## src/rtl/alarm_annunciator.sv

```systemverilog
// rtl/alarm_annunciator.sv - alarm ring/snooze/dismiss sequencer driving LED and buzzer
module alarm_annunciator #(
    parameter  int SNOOZE_TICKS = 600,
    parameter  int RING_TIMEOUT = 120,
    parameter  int MAX_SNOOZE   = 3,
    localparam int W            = $clog2(MAX_SNOOZE + 1)
) (
    input  logic         clk2hz,
    input  logic         reset,
    input  logic         armado,
    input  logic         alarmaDisparo,
    input  logic         botonPosponer,
    input  logic         botonDetener,
    output logic         mostrarLed,
    output logic         zumbador,
    output logic         sonando,
    output logic         pospuesto,
    output logic [W-1:0] conteoPospuestos
);

    localparam int RW = (RING_TIMEOUT > 1) ? $clog2(RING_TIMEOUT) : 1;
    localparam int SW = (SNOOZE_TICKS > 1) ? $clog2(SNOOZE_TICKS) : 1;

    typedef enum logic [1:0] {
        IDLE    = 2'd0,
        RINGING = 2'd1,
        SNOOZE  = 2'd2
    } state_t;

    // Synchronizers and previous-value registers for the three async inputs
    logic       trig_s1_q, trig_s2_q, trig_prev_q;
    logic [2:0] trig_vld_q;
    logic       pos_s1_q, pos_s2_q, pos_prev_q;
    logic       det_s1_q, det_s2_q, det_prev_q;

    logic trig_edge, press_pos, press_det;

    state_t        state_q, state_d;
    logic [RW-1:0] ring_cnt_q, ring_cnt_d;
    logic [SW-1:0] snz_cnt_q, snz_cnt_d;
    logic [1:0]    pat_q, pat_d, pat_inc;
    logic          led_q, led_d;
    logic          buz_q, buz_d;
    logic          son_q, son_d;
    logic          pos_q, pos_d;
    logic [W-1:0]  cnt_q, cnt_d;

    logic snooze_ok, ring_done, snz_done;
    logic enter_idle, enter_ring, enter_snz;

    // Two-flop synchronizers plus edge history; idle levels on reset
    always_ff @(posedge clk2hz or negedge reset) begin
        if (!reset) begin
            trig_s1_q   <= 1'b0;
            trig_s2_q   <= 1'b0;
            trig_prev_q <= 1'b0;
            trig_vld_q  <= 3'b000;
            pos_s1_q    <= 1'b1;
            pos_s2_q    <= 1'b1;
            pos_prev_q  <= 1'b1;
            det_s1_q    <= 1'b1;
            det_s2_q    <= 1'b1;
            det_prev_q  <= 1'b1;
        end else begin
            trig_s1_q   <= alarmaDisparo;
            trig_s2_q   <= trig_s1_q;
            trig_prev_q <= trig_s2_q;
            trig_vld_q  <= {trig_vld_q[1:0], 1'b1};
            pos_s1_q    <= botonPosponer;
            pos_s2_q    <= pos_s1_q;
            pos_prev_q  <= pos_s2_q;
            det_s1_q    <= botonDetener;
            det_s2_q    <= det_s1_q;
            det_prev_q  <= det_s2_q;
        end
    end

    // The trigger chain resets to 0, so a level already high at reset release would
    // look like a rising edge; edges only count once the history holds a real sample.
    assign trig_edge = trig_vld_q[2] & trig_s2_q & ~trig_prev_q;
    assign press_pos = pos_prev_q & ~pos_s2_q;
    assign press_det = det_prev_q & ~det_s2_q;

    // Next-state, counters and registered output values
    always_comb begin
        state_d    = state_q;
        ring_cnt_d = ring_cnt_q;
        snz_cnt_d  = snz_cnt_q;
        pat_d      = pat_q;
        led_d      = led_q;
        buz_d      = buz_q;
        cnt_d      = cnt_q;
        enter_idle = 1'b0;
        enter_ring = 1'b0;
        enter_snz  = 1'b0;
        pat_inc    = pat_q + 2'd1;
        snooze_ok  = (cnt_q < W'(MAX_SNOOZE));
        ring_done  = (ring_cnt_q == RW'(RING_TIMEOUT - 1));
        snz_done   = (snz_cnt_q == SW'(SNOOZE_TICKS - 1));

        if (!armado) begin
            enter_idle = 1'b1;
        end else begin
            unique case (state_q)
                IDLE: begin
                    if (trig_edge) begin
                        enter_ring = 1'b1;
                        cnt_d      = '0;
                    end
                end
                RINGING: begin
                    if (press_det) begin
                        enter_idle = 1'b1;
                    end else if (press_pos && snooze_ok) begin
                        enter_snz = 1'b1;
                    end else if (ring_done) begin
                        if (snooze_ok) begin
                            enter_snz = 1'b1;
                        end else begin
                            enter_idle = 1'b1;
                        end
                    end else begin
                        ring_cnt_d = ring_cnt_q + RW'(1);
                        pat_d      = pat_inc;
                        led_d      = ~led_q;
                        buz_d      = ~pat_inc[1];
                    end
                end
                SNOOZE: begin
                    if (press_det) begin
                        enter_idle = 1'b1;
                    end else if (snz_done) begin
                        enter_ring = 1'b1;
                    end else begin
                        snz_cnt_d = snz_cnt_q + SW'(1);
                    end
                end
                default: enter_idle = 1'b1;
            endcase
        end

        if (enter_idle) begin
            state_d = IDLE;
            led_d   = 1'b0;
            buz_d   = 1'b0;
        end else if (enter_ring) begin
            state_d    = RINGING;
            ring_cnt_d = '0;
            pat_d      = 2'd0;
            led_d      = 1'b1;
            buz_d      = 1'b1;
        end else if (enter_snz) begin
            state_d   = SNOOZE;
            snz_cnt_d = '0;
            cnt_d     = cnt_q + W'(1);
            led_d     = 1'b1;
            buz_d     = 1'b0;
        end

        son_d = (state_d == RINGING);
        pos_d = (state_d == SNOOZE);
    end

    // State, counter and output registers
    always_ff @(posedge clk2hz or negedge reset) begin
        if (!reset) begin
            state_q    <= IDLE;
            ring_cnt_q <= '0;
            snz_cnt_q  <= '0;
            pat_q      <= 2'd0;
            led_q      <= 1'b0;
            buz_q      <= 1'b0;
            son_q      <= 1'b0;
            pos_q      <= 1'b0;
            cnt_q      <= '0;
        end else begin
            state_q    <= state_d;
            ring_cnt_q <= ring_cnt_d;
            snz_cnt_q  <= snz_cnt_d;
            pat_q      <= pat_d;
            led_q      <= led_d;
            buz_q      <= buz_d;
            son_q      <= son_d;
            pos_q      <= pos_d;
            cnt_q      <= cnt_d;
        end
    end

    assign mostrarLed       = led_q;
    assign zumbador         = buz_q;
    assign sonando          = son_q;
    assign pospuesto        = pos_q;
    assign conteoPospuestos = cnt_q;

endmodule

```

## config.mk

```make
export PLATFORM = sky130hd
export DESIGN_NAME = alarm_annunciator
export DESIGN_NICKNAME = d
export VERILOG_FILES = /design/src/rtl/alarm_annunciator.sv
export SDC_FILE = /design/constraint.sdc
export NUM_CORES = 1
export LEC_CHECK = 0
export CELL_PAD_IN_SITES_DETAIL_PLACEMENT = 0
export CELL_PAD_IN_SITES_GLOBAL_PLACEMENT = 1
export CORE_UTILIZATION = 48
export CTS_BUF_LIST = sky130_fd_sc_hd__clkbuf_8
export DETAILED_ROUTE_END_ITERATION = 7
export GPL_TIMING_DRIVEN = 0
export HOLD_SLACK_MARGIN = 0.05
export PLACE_DENSITY_LB_ADDON = 0.05
export SETUP_SLACK_MARGIN = 0.02
export SLEW_MARGIN = 20
export SYNTH_ARGS = -nofsm -noshare
export SYNTH_HDL_FRONTEND = slang
export SYNTH_SLANG_ARGS = --single-unit
```

## constraint.sdc

```tcl
create_clock -name clk2hz -period 2.07 [get_ports clk2hz]
set_input_delay 0.3105 -clock clk2hz [delete_from_list [all_inputs] [get_ports clk2hz]]
set_output_delay 0.3105 -clock clk2hz [all_outputs]
set_load 0.02 [all_outputs]
```

==> results, run 1 <==
- The run finished with clean final reports.
- The wire length per cell after detailed routing is ~15 µm.
- The first global-routing pass estimated 6170 µm of wire.
- The flop and latch count out of synthesis is 39.
- Setup violations remaining at the end of the flow were counted as 0.
- STA classifies the critical path startpoint as a flop.
- The initial antenna violation count came to 0.
- The top cell type by total area after synthesis is sky130_fd_sc_hd__dfrtp_1.
- The clock passes through at most 2 buffers.
- The arrival time reported for the critical path endpoint is 2.13 ns.
- The fmax is about 0.52 GHz.
- A synthesized cell averages 10.8 µm².
- Sorting the synthesized cells by area gives the leading types as sky130_fd_sc_hd__dfrtp_1 46%, sky130_fd_sc_hd__dfstp_2 8.9%, sky130_fd_sc_hd__a21oi_1 4.5%.
- The global-route met1 utilization is between 20% and 30%.
- Of the cells placed in the final design, the portion with a size suffix greater than 1 is 16.0%.
- In this run the critical register-to-register path is launched from ring_cnt_q[0]$_DFF_PN0_.
- The critical-path cell with the highest stage delay is sky130_fd_sc_hd__or4_1.
- The total overflow reported by the global router is 0.
- The fraction of the yosys area taken by sequential cells is 55.4%.
- Global routing used 4.93% of the available met3 tracks.
- The mapped netlist covers about 1800 µm².
- The start point of the worst hold path is trig_s1_q$_DFF_PN0_.
- The worst hold path terminates at trig_s2_q$_DFF_PN0_.
- Of all nets on the critical path, the largest fanout is 8.
- The endpoint identified for the worst register-to-register timing path is pat_q[1]$_DFF_PN0_.
- The final RePlAce weighted congestion is ~0.82.
- For the worst-skew pair, the clock arrives at the later sink with an insertion delay of between 0.2 and 0.3 ns.
- The die is 62.8 µm wide.
- Buffers inserted during clock tree synthesis total 5.
- The kind of cell with the highest combined delay on the critical path is simple AND/OR/NAND/NOR gates.
- The count of buffers added on input and output ports is 11.
- For the final database, setup skew stands at 0.00982 ns.
- The count of final hold-check violations came to 0.
- The die covers around 3900 µm².
- In this run the biggest area consumer among cell types represents 46.5% of the synthesized area.
- The worst register-to-register path has a depth of 6.
- The clock drives 39 sinks.
- The number of max-capacitance violations reported is 0.
- The number of buffers and inverters on the critical path is 1.
- The area growth from synthesis to final layout is 20.0%.
- Dividing the detail-routed via count by the number of cells gives 5.83.
- The floorplan has 21 rows.
- The first detailed-routing pass ran for 4 iterations.
- In the synthesized netlist the dominant register cell turns out to be sky130_fd_sc_hd__dfrtp_1.
- Data on the critical path is required at its endpoint by ~2.3 ns.
- The setup slack on the worst flop-to-flop path is 0.16 ns.
- The ratio of total power to cell area is 806 nW/µm².
- After synthesis, the netlist uses 43 different library cells.
- Once the floorplan was initialized, standard cells occupied about half of the core.
- Counting flops with a built-in enable in the synthesized netlist gives 0.
- The library cell used as clock root buffer is sky130_fd_sc_hd__clkbuf_8.
- In the synthesized netlist the async set-or-reset flop fraction comes to 100%.
- The number of inserted filler cells in the final layout is 294.
- The count of nets left with antenna violations after detail routing is 0.
- The final-layout setup total negative slack is 0 ns.
- IR analysis of the VDD net gives a maximum drop of 494 µV.
- The post-route worst hold slack is 0.352 ns.
- The first routing iteration left 64 violations.
- The count of synthesis-stage warnings from yosys is 0.
- The height of the chip is 62.8 µm.
- The total via count after detailed routing is roughly 1400.
- The path type of the worst setup path is flop to flop.
- At the end of the flow, the number of nets in the layout was 195.
- Setup repair after global routing could not meet its margin everywhere.
- The max-slew violation count is 0.
- For this design the top-level I/O count stands at 12.
- The routed design has 3440 µm of wire.
- The pin count of the biggest net entering global routing is 23.
- The final critical path time including I/O delays and setup is approximately 1.9 ns.
- The number of inserted diodes is 0.
- The worst setup path is captured at a flop.
- The combined global-route utilization of all metal layers is 20.8%.
- The count of mapped cells out of synthesis is about 170.
- The core area is 3440 µm².
- The total half-perimeter wirelength after legalization and detailed placement is about 2500 µm.
- The number of nets in the synthesized netlist is 174.
- The critical path goes through ha_1 > and4_1 > and2_0 > clkbuf_1 > or4_1 > a21oi_1.
- After global routing, the most crowded layer is met2.
- In this design, the stage delay of the slowest critical-path cell is 0.42 ns.
- The number of global-route vias before repair was 1269.
- The static leakage is 0.931 nW.
- Among all cell types in the netlist, the one instantiated most often is sky130_fd_sc_hd__dfrtp_1.
- Counting instances, the worst hold path has a depth of 0.
- In the routed design, unresolved DRC markers number 0.
- The number of levels in the clock H-tree is 2.
- The clock tree from TritonCTS is yes.
- After clock tree synthesis, the clock-pin slew on the worst setup and hold paths is 0.08 ns.
- Dividing the final minimum period by the clock period gives between 90 and 100%.
- The commonest cells after synthesis are 33 x sky130_fd_sc_hd__dfrtp_1, 16 x sky130_fd_sc_hd__a21oi_1, 10 x sky130_fd_sc_hd__nand3_1.
- Global routing consumed, on the met2 layer, approximately 31% of the routing resources.
- The worst min-delay path category is flop to flop.
worst reg2reg max path: stages (launching register included):
cell	delay, ns
sky130_fd_sc_hd__dfrtp_1	0.41
sky130_fd_sc_hd__ha_1	0.25
sky130_fd_sc_hd__and4_1	0.26
sky130_fd_sc_hd__and2_0	0.16
sky130_fd_sc_hd__clkbuf_1	0.17
sky130_fd_sc_hd__or4_1	0.42
sky130_fd_sc_hd__a21oi_1	0.16
worst max path at each step:
stage                              end  slack, ns                          start  cells after the start
2_1_floorplan   snz_cnt_q[4]$_DFF_PN0_       0.15  conteoPospuestos[0]$_DFF_PN0_                      6
3_3_place_gp   trig_vld_q[1]$_DFF_PN0_      -0.19                          reset                      1
3_5_place_dp   ring_cnt_q[6]$_DFF_PN0_      -0.16                         armado                      6
4_1_cts           state_q[0]$_DFF_PN0_       0.03  conteoPospuestos[0]$_DFF_PN0_                      6
5_1_grt             pat_q[1]$_DFF_PN0_      0.003        ring_cnt_q[0]$_DFF_PN0_                      6
6_report            pat_q[1]$_DFF_PN0_       0.16        ring_cnt_q[0]$_DFF_PN0_                      6
registers in the layout (all words and copies together), names as in the netlist:
signal,count
pos_s1_q,1
zumbador,1
pos_s2_q,1
trig_prev_q,1
sonando,1
pos_prev_q,1
ring_cnt_q,7
trig_s2_q,1
det_s2_q,1
mostrarLed,1
snz_cnt_q,10
conteoPospuestos,2
trig_vld_q,3
det_s1_q,1
pat_q,2
pospuesto,1
det_prev_q,1
state_q,2
trig_s1_q,1
stage by stage:
step / area [µm²] / power (mW) / util [%] / instances / setup slack, ns
after global placement: 1940 / 0.973 / 56.5 / 222 / -0.186
final: 2130 / 1.72 / 61.9 / 233 / 0.159
after CTS: 2120 / 1.74 / 61.7 / 233 / 0.0303
after global routing: 2130 / 1.80 / 61.9 / 233 / 0.00287
after detailed placement: 1970 / 0.984 / 57.1 / 223 / -0.164
after floorplan: 1780 / 0.918 / - / 165 / 0.147
kinds of logic (layout without fill, tap and decap cells):
group	Yosys count	count (layout)	share of synthesized area, %
DFF	39	39	55.4
AOI/OAI and AO/OA	41	41	14.2
adders and majority gates	3	3	2.11
other	1	1	0.211
muxes	3	3	1.69
buffers and inverters	10	32	2.46
xor gates and xnor gates	4	4	1.97
and+or+nand+nor	64	64	22.0
per-layer routing:
layer / vias up / routed length (µm)
li1: 653 / -
met5: - / 0
met4: 0 / 61
met1: 673 / 1700
met3: 8 / 98
met2: 24 / 1580
timing repair:
| action | CTS | global route |
|---|---|---|
| setup endpoints to repair | 13 | 19 |
| hold buffers | 1 | 0 |
| pin swaps | 1 | 1 |
| endpoints found under the hold margin | 17 | 0 |
| buffers inserted | 1 | 1 |
| gates resized for setup | 1 | 3 |
where the power goes:
group / switching (mW) / leakage [nW] / internal (mW)
registers: 0.0309 / 0.502 / 0.808
clock network: 0.265 / 0.0644 / 0.480
logic: 0.0710 / 0.364 / 0.0627
total: 0.367 / 0.931 / 1.35
cell type report:
| class | instances | area, µm² | share of cell area [%] |
|---|---|---|---|
| Inverter | 4 | 15.0 | 0.704 |
| Multi-Input combinational cell | 116 | 754 | 35.4 |
| Tap cell | 46 | 57.6 | 2.70 |
| Sequential cell | 39 | 983 | 46.1 |
| Clock buffer | 5 | 68.8 | 3.23 |
| Clock inverter | 3 | 67.6 | 3.17 |
| Buffer | 5 | 27.5 | 1.29 |
| Timing Repair Buffer | 15 | 158 | 7.39 |
cell usage in the layout, fill, tap and decap left out, types with 2 or more instances in the layout:
master and n:
sky130_fd_sc_hd__ha_1 2, sky130_fd_sc_hd__nand3_1 10, sky130_fd_sc_hd__mux2i_1 3, sky130_fd_sc_hd__a311oi_1 2, sky130_fd_sc_hd__nor2_1 7, sky130_fd_sc_hd__a21o_1 3
sky130_fd_sc_hd__and4_1 3, sky130_fd_sc_hd__dfrtp_1 33, sky130_fd_sc_hd__clkbuf_8 5, sky130_fd_sc_hd__and3_1 2, sky130_fd_sc_hd__a21oi_1 16, sky130_fd_sc_hd__o21ai_0 8
sky130_fd_sc_hd__inv_1 4, sky130_fd_sc_hd__bufinv_16 2, sky130_fd_sc_hd__nand4_1 7, sky130_fd_sc_hd__nor2b_1 2, sky130_fd_sc_hd__buf_4 4, sky130_fd_sc_hd__buf_2 2
sky130_fd_sc_hd__o31ai_1 6, sky130_fd_sc_hd__clkbuf_1 2, sky130_fd_sc_hd__or2_2 2, sky130_fd_sc_hd__nand2_1 7, sky130_fd_sc_hd__or4_1 6, sky130_fd_sc_hd__clkdlybuf4s50_1 10
sky130_fd_sc_hd__xor2_1 3, sky130_fd_sc_hd__or3_1 5, sky130_fd_sc_hd__dfstp_2 6
(Power assumes the default switching activity.)
==> run 2: changes to the inputs <==
- CORE_UTILIZATION: 48 -> 50
- clock period: 2.07 -> 2.2 ns (I/O delays scaled with it)
==> results, run 2 (same netlist as run 1, synthesis figures left out) <==
- The number of I/O pins is 12 (unchanged).
- The cell area after placement is 1970 µm² (unchanged).
- The fmax is 0.491 GHz (-6.2%).
- The register with the most flip-flops is snz_cnt_q.
- The start point of the worst hold path is trig_vld_q[0]$_DFF_PN0_.
- The post-route worst hold slack is 0.357 ns (+0.00491 ns).
- The number of inserted diodes is 0 (unchanged).
- The register clock-pin slew on the reported worst setup and hold paths is 0.08 ns (about the same).
- The peak ir drop on the vdd network is 487 µV (-1.5%).
- STA classifies the critical path startpoint as a flop.
- STA classifies the critical path endpoint as a flop.
- The clock network latency to the later pin of the worst-skew pair came to 0.30 ns (about the same).
- The final core utilization is 62.7% (+0.74 points).
- The post-layout instance area was 2110 µm² (-1.1%).
- The flow ran to the end, and the final reports show no timing, DRC or antenna violations.
- The largest registers in the layout are snz_cnt_q (10), ring_cnt_q (7), trig_vld_q (3).
- The final critical path time including I/O delays and setup is 2.04 ns (+0.126 ns).
- The start point of the critical path is conteoPospuestos[0]$_DFF_PN0_.
- The data required time at the worst endpoint was 2.38 ns (+0.09 ns).
- The number of global-route vias before repair is 1203 (-5.2%).
- The combined global-route utilization of all metal layers is 20.9% (+0.11 points).
- The final setup violation count was 0 (unchanged).
- The highest signal layer in the routed design is met4.
- The number of design-rule violations left by the first detailed-router iteration came to 120 (+88%).
- The library cell used as clock root buffer is sky130_fd_sc_hd__clkbuf_8.
- The sink count of the clock tree was 39 (unchanged).
- The total wire length is 3380 µm (-1.7%).
- The via density per instance is 5.76 (-1.1%).
- The total length of routed met2 wires is 1570 µm (-0.19%).
- The switching part of the total power is 23.4% (+2.1 points).
- The count of nets left with antenna violations after detail routing is 0 (unchanged).
- The total via count after detailed routing is 1349 (-0.66%).
- The ratio of total power to cell area is 720 nW/µm² (-11%).
- The logic gate share of total power is 8.2% (+0.4 points).
- The wire length per cell after detailed routing is 14.4 µm (-2.1%).
- The number of buffers created by CTS is 5 (unchanged).
- The number of levels in the clock H-tree was 2 (unchanged).
- The arrival time reported for the critical path endpoint came to 2.21 ns (+0.08 ns).
- The number of placed instances with taps included was 223 (unchanged).
- The clock skew after layout is 0.00435 ns (-0.00547 ns).
- The power consumption is 1.52 mW (-12%).
- The commonest non-fill, non-tap cell in the layout is sky130_fd_sc_hd__dfrtp_1.
- The wire length the detailed router placed on met1 is 1610 µm (-5.3%).
- The area growth from synthesis to layout is 18.7%.
- The count of final hold-check violations is 0 (unchanged).
- Setup repair after global routing left no endpoint under its margin.
- The wire length on met3 is 146 µm (+49%).
- The relative contribution of sequential cells to total power is 51.9% (+3.1 points).
- The wire length of the first global-routing pass is 5550 µm (-10%).
- The die area came to 3800 µm² (-3.9%).
- The first-pass iteration count of the detailed router is 4 (unchanged).
- The switching power total was 356 µW (-3.0%).
- The number of I/O port buffers is 11 (unchanged).
- The effective utilization at floorplan was 52.8% (+1.2 points).
- The share of layout cells above drive strength 1 is 14.9% (-1.1 points).
- The core area is 3360 µm² (-2.3%).
- The path class of the tightest hold or removal check is flop to flop.
- The layout net count is 196 (+0.51%).
- The flip-flop count of the largest register, all copies and words added is 10 (unchanged).
- The final RePlAce weighted congestion is 0.811 (-0.59%).
- The count of unresolved DRC violations after routing was 0 (unchanged).
- The total overflow reported by the global router was 0 (unchanged).
- TritonCTS built the clock tree.
- The maximum fanout count along the critical path is 10 (+2).
- The static leakage is 0.928 nW (-0.25%).
- The period utilization is 92.6% (+0.26 points).
- In the layout the commonest cells are 33 x sky130_fd_sc_hd__dfrtp_1, 16 x sky130_fd_sc_hd__a21oi_1, 10 x sky130_fd_sc_hd__nand3_1, 10 x sky130_fd_sc_hd__clkdlybuf4s50_1, 8 x sky130_fd_sc_hd__o21ai_0.
- The share of power burned in the clock network is 39.8% (-3.6 points).
- The initial antenna violation count is 0 (unchanged).
- The number of max-capacitance violations reported is 0 (unchanged).
- The height of the chip came to 61.6 µm (-2.0%).
- The path type of the worst setup path is flop to flop.
- The pin count of the biggest net entering global routing is 24 (+4.3%).
- The number of rows in the core area is 21 (unchanged).
- The startpoint of the most critical register-to-register path is conteoPospuestos[0]$_DFF_PN0_.
- The largest buffer count on any clock path is 2 (unchanged).
- The post-layout instance count excluding filler cells is 234 (+0.43%).
- The total half-perimeter wirelength after legalization and detailed placement came to 2420 µm (-1.4%).
- The max-slew violation count is 0 (unchanged).
- The width of the die is 61.6 µm (-2.0%).
- The total internal power is 1.16 mW (-14%).
==> run 2: changes by cell type in the layout (fill, tap and decap cells not counted) <==
| cell | delta |
|---|---|
| sky130_fd_sc_hd__buf_2 | +1 |
| sky130_fd_sc_hd__buf_4 | -1 |
| sky130_fd_sc_hd__bufinv_16 | -1 |
| sky130_fd_sc_hd__clkbuf_1 | +1 |
| sky130_fd_sc_hd__clkinv_4 | +1 |
| sky130_fd_sc_hd__clkinvlp_4 | -1 |
| sky130_fd_sc_hd__ha_1 | +1 |
| sky130_fd_sc_hd__ha_2 | -1 |
| sky130_fd_sc_hd__inv_6 | +1 |
| sky130_fd_sc_hd__nand2b_1 | +1 |
| sky130_fd_sc_hd__nand2b_2 | -1 |
==> run 2: timing repair <==
item / CTS / global route
resized for setup: 0 / 1
setup buffers: 0 / 2
hold endpoints to repair: 16 / 0
setup endpoints to repair: 0 / 17
hold buffers: 1 / 0
==> run 2: final timing paths <==
check	endpoint	slack [ns]	cells after the start
max reg2reg	snz_cnt_q[0]$_DFF_PN0_	0.16	6
max in group asynchronous	det_s1_q$_DFF_PN1_	1.18	3
max	snz_cnt_q[0]$_DFF_PN0_	0.16	6
min	trig_vld_q[1]$_DFF_PN0_	0.36	0
min in group asynchronous	snz_cnt_q[5]$_DFF_PN0_	0.50	2
min reg2reg	trig_vld_q[1]$_DFF_PN0_	0.36	0
==> run 2: final cells by class <==
class | instances | area, µm²
fill | 290 | 1250
sequential | 39 | 983
multi-input combinational | 116 | 749
timing repair buffer | 15 | 158
clock buffer | 5 | 68.8
tap | 46 | 57.6
clock inverter | 3 | 47.5
buffer | 6 | 28.8
inverter | 4 | 15.0
==> run 2: worst max-delay path, stage by stage, from the launching register on <==
cell,delay [ns]
sky130_fd_sc_hd__dfrtp_1,0.41
sky130_fd_sc_hd__ha_1,0.27
sky130_fd_sc_hd__or3b_1,0.39
sky130_fd_sc_hd__a21boi_1,0.19
sky130_fd_sc_hd__nor3_2,0.31
sky130_fd_sc_hd__buf_2,0.28
sky130_fd_sc_hd__a21oi_1,0.07
==> run 2: routing by layer <==
metal | up-vias | track usage, %
met2 | 28 | 31.3
met4 | 0 | 9.52
met5 | - | 0
li1 | 657 | -
met3 | 5 | 6.30
met1 | 659 | 28.1
==> run 2: power groups by stage <==
stage                     Combinational (mW)  Sequential, mW  Clock, mW
final                                  0.125           0.788      0.605
after CTS                              0.127           0.789      0.623
after detailed placement               0.125           0.802          0
after global routing                   0.142           0.794      0.654
after global placement                 0.116           0.800          0
after floorplan                       0.0601           0.804          0
==> run 2: per-stage QoR <==
step | setup slack, ns | setup TNS, ns
floorplan | 0.277 | 0
global placement | -0.0804 | -2.95
detailed placement | -0.0798 | -0.689
CTS | 0.148 | 0
global route | 0.0141 | 0
finish | 0.163 | 0
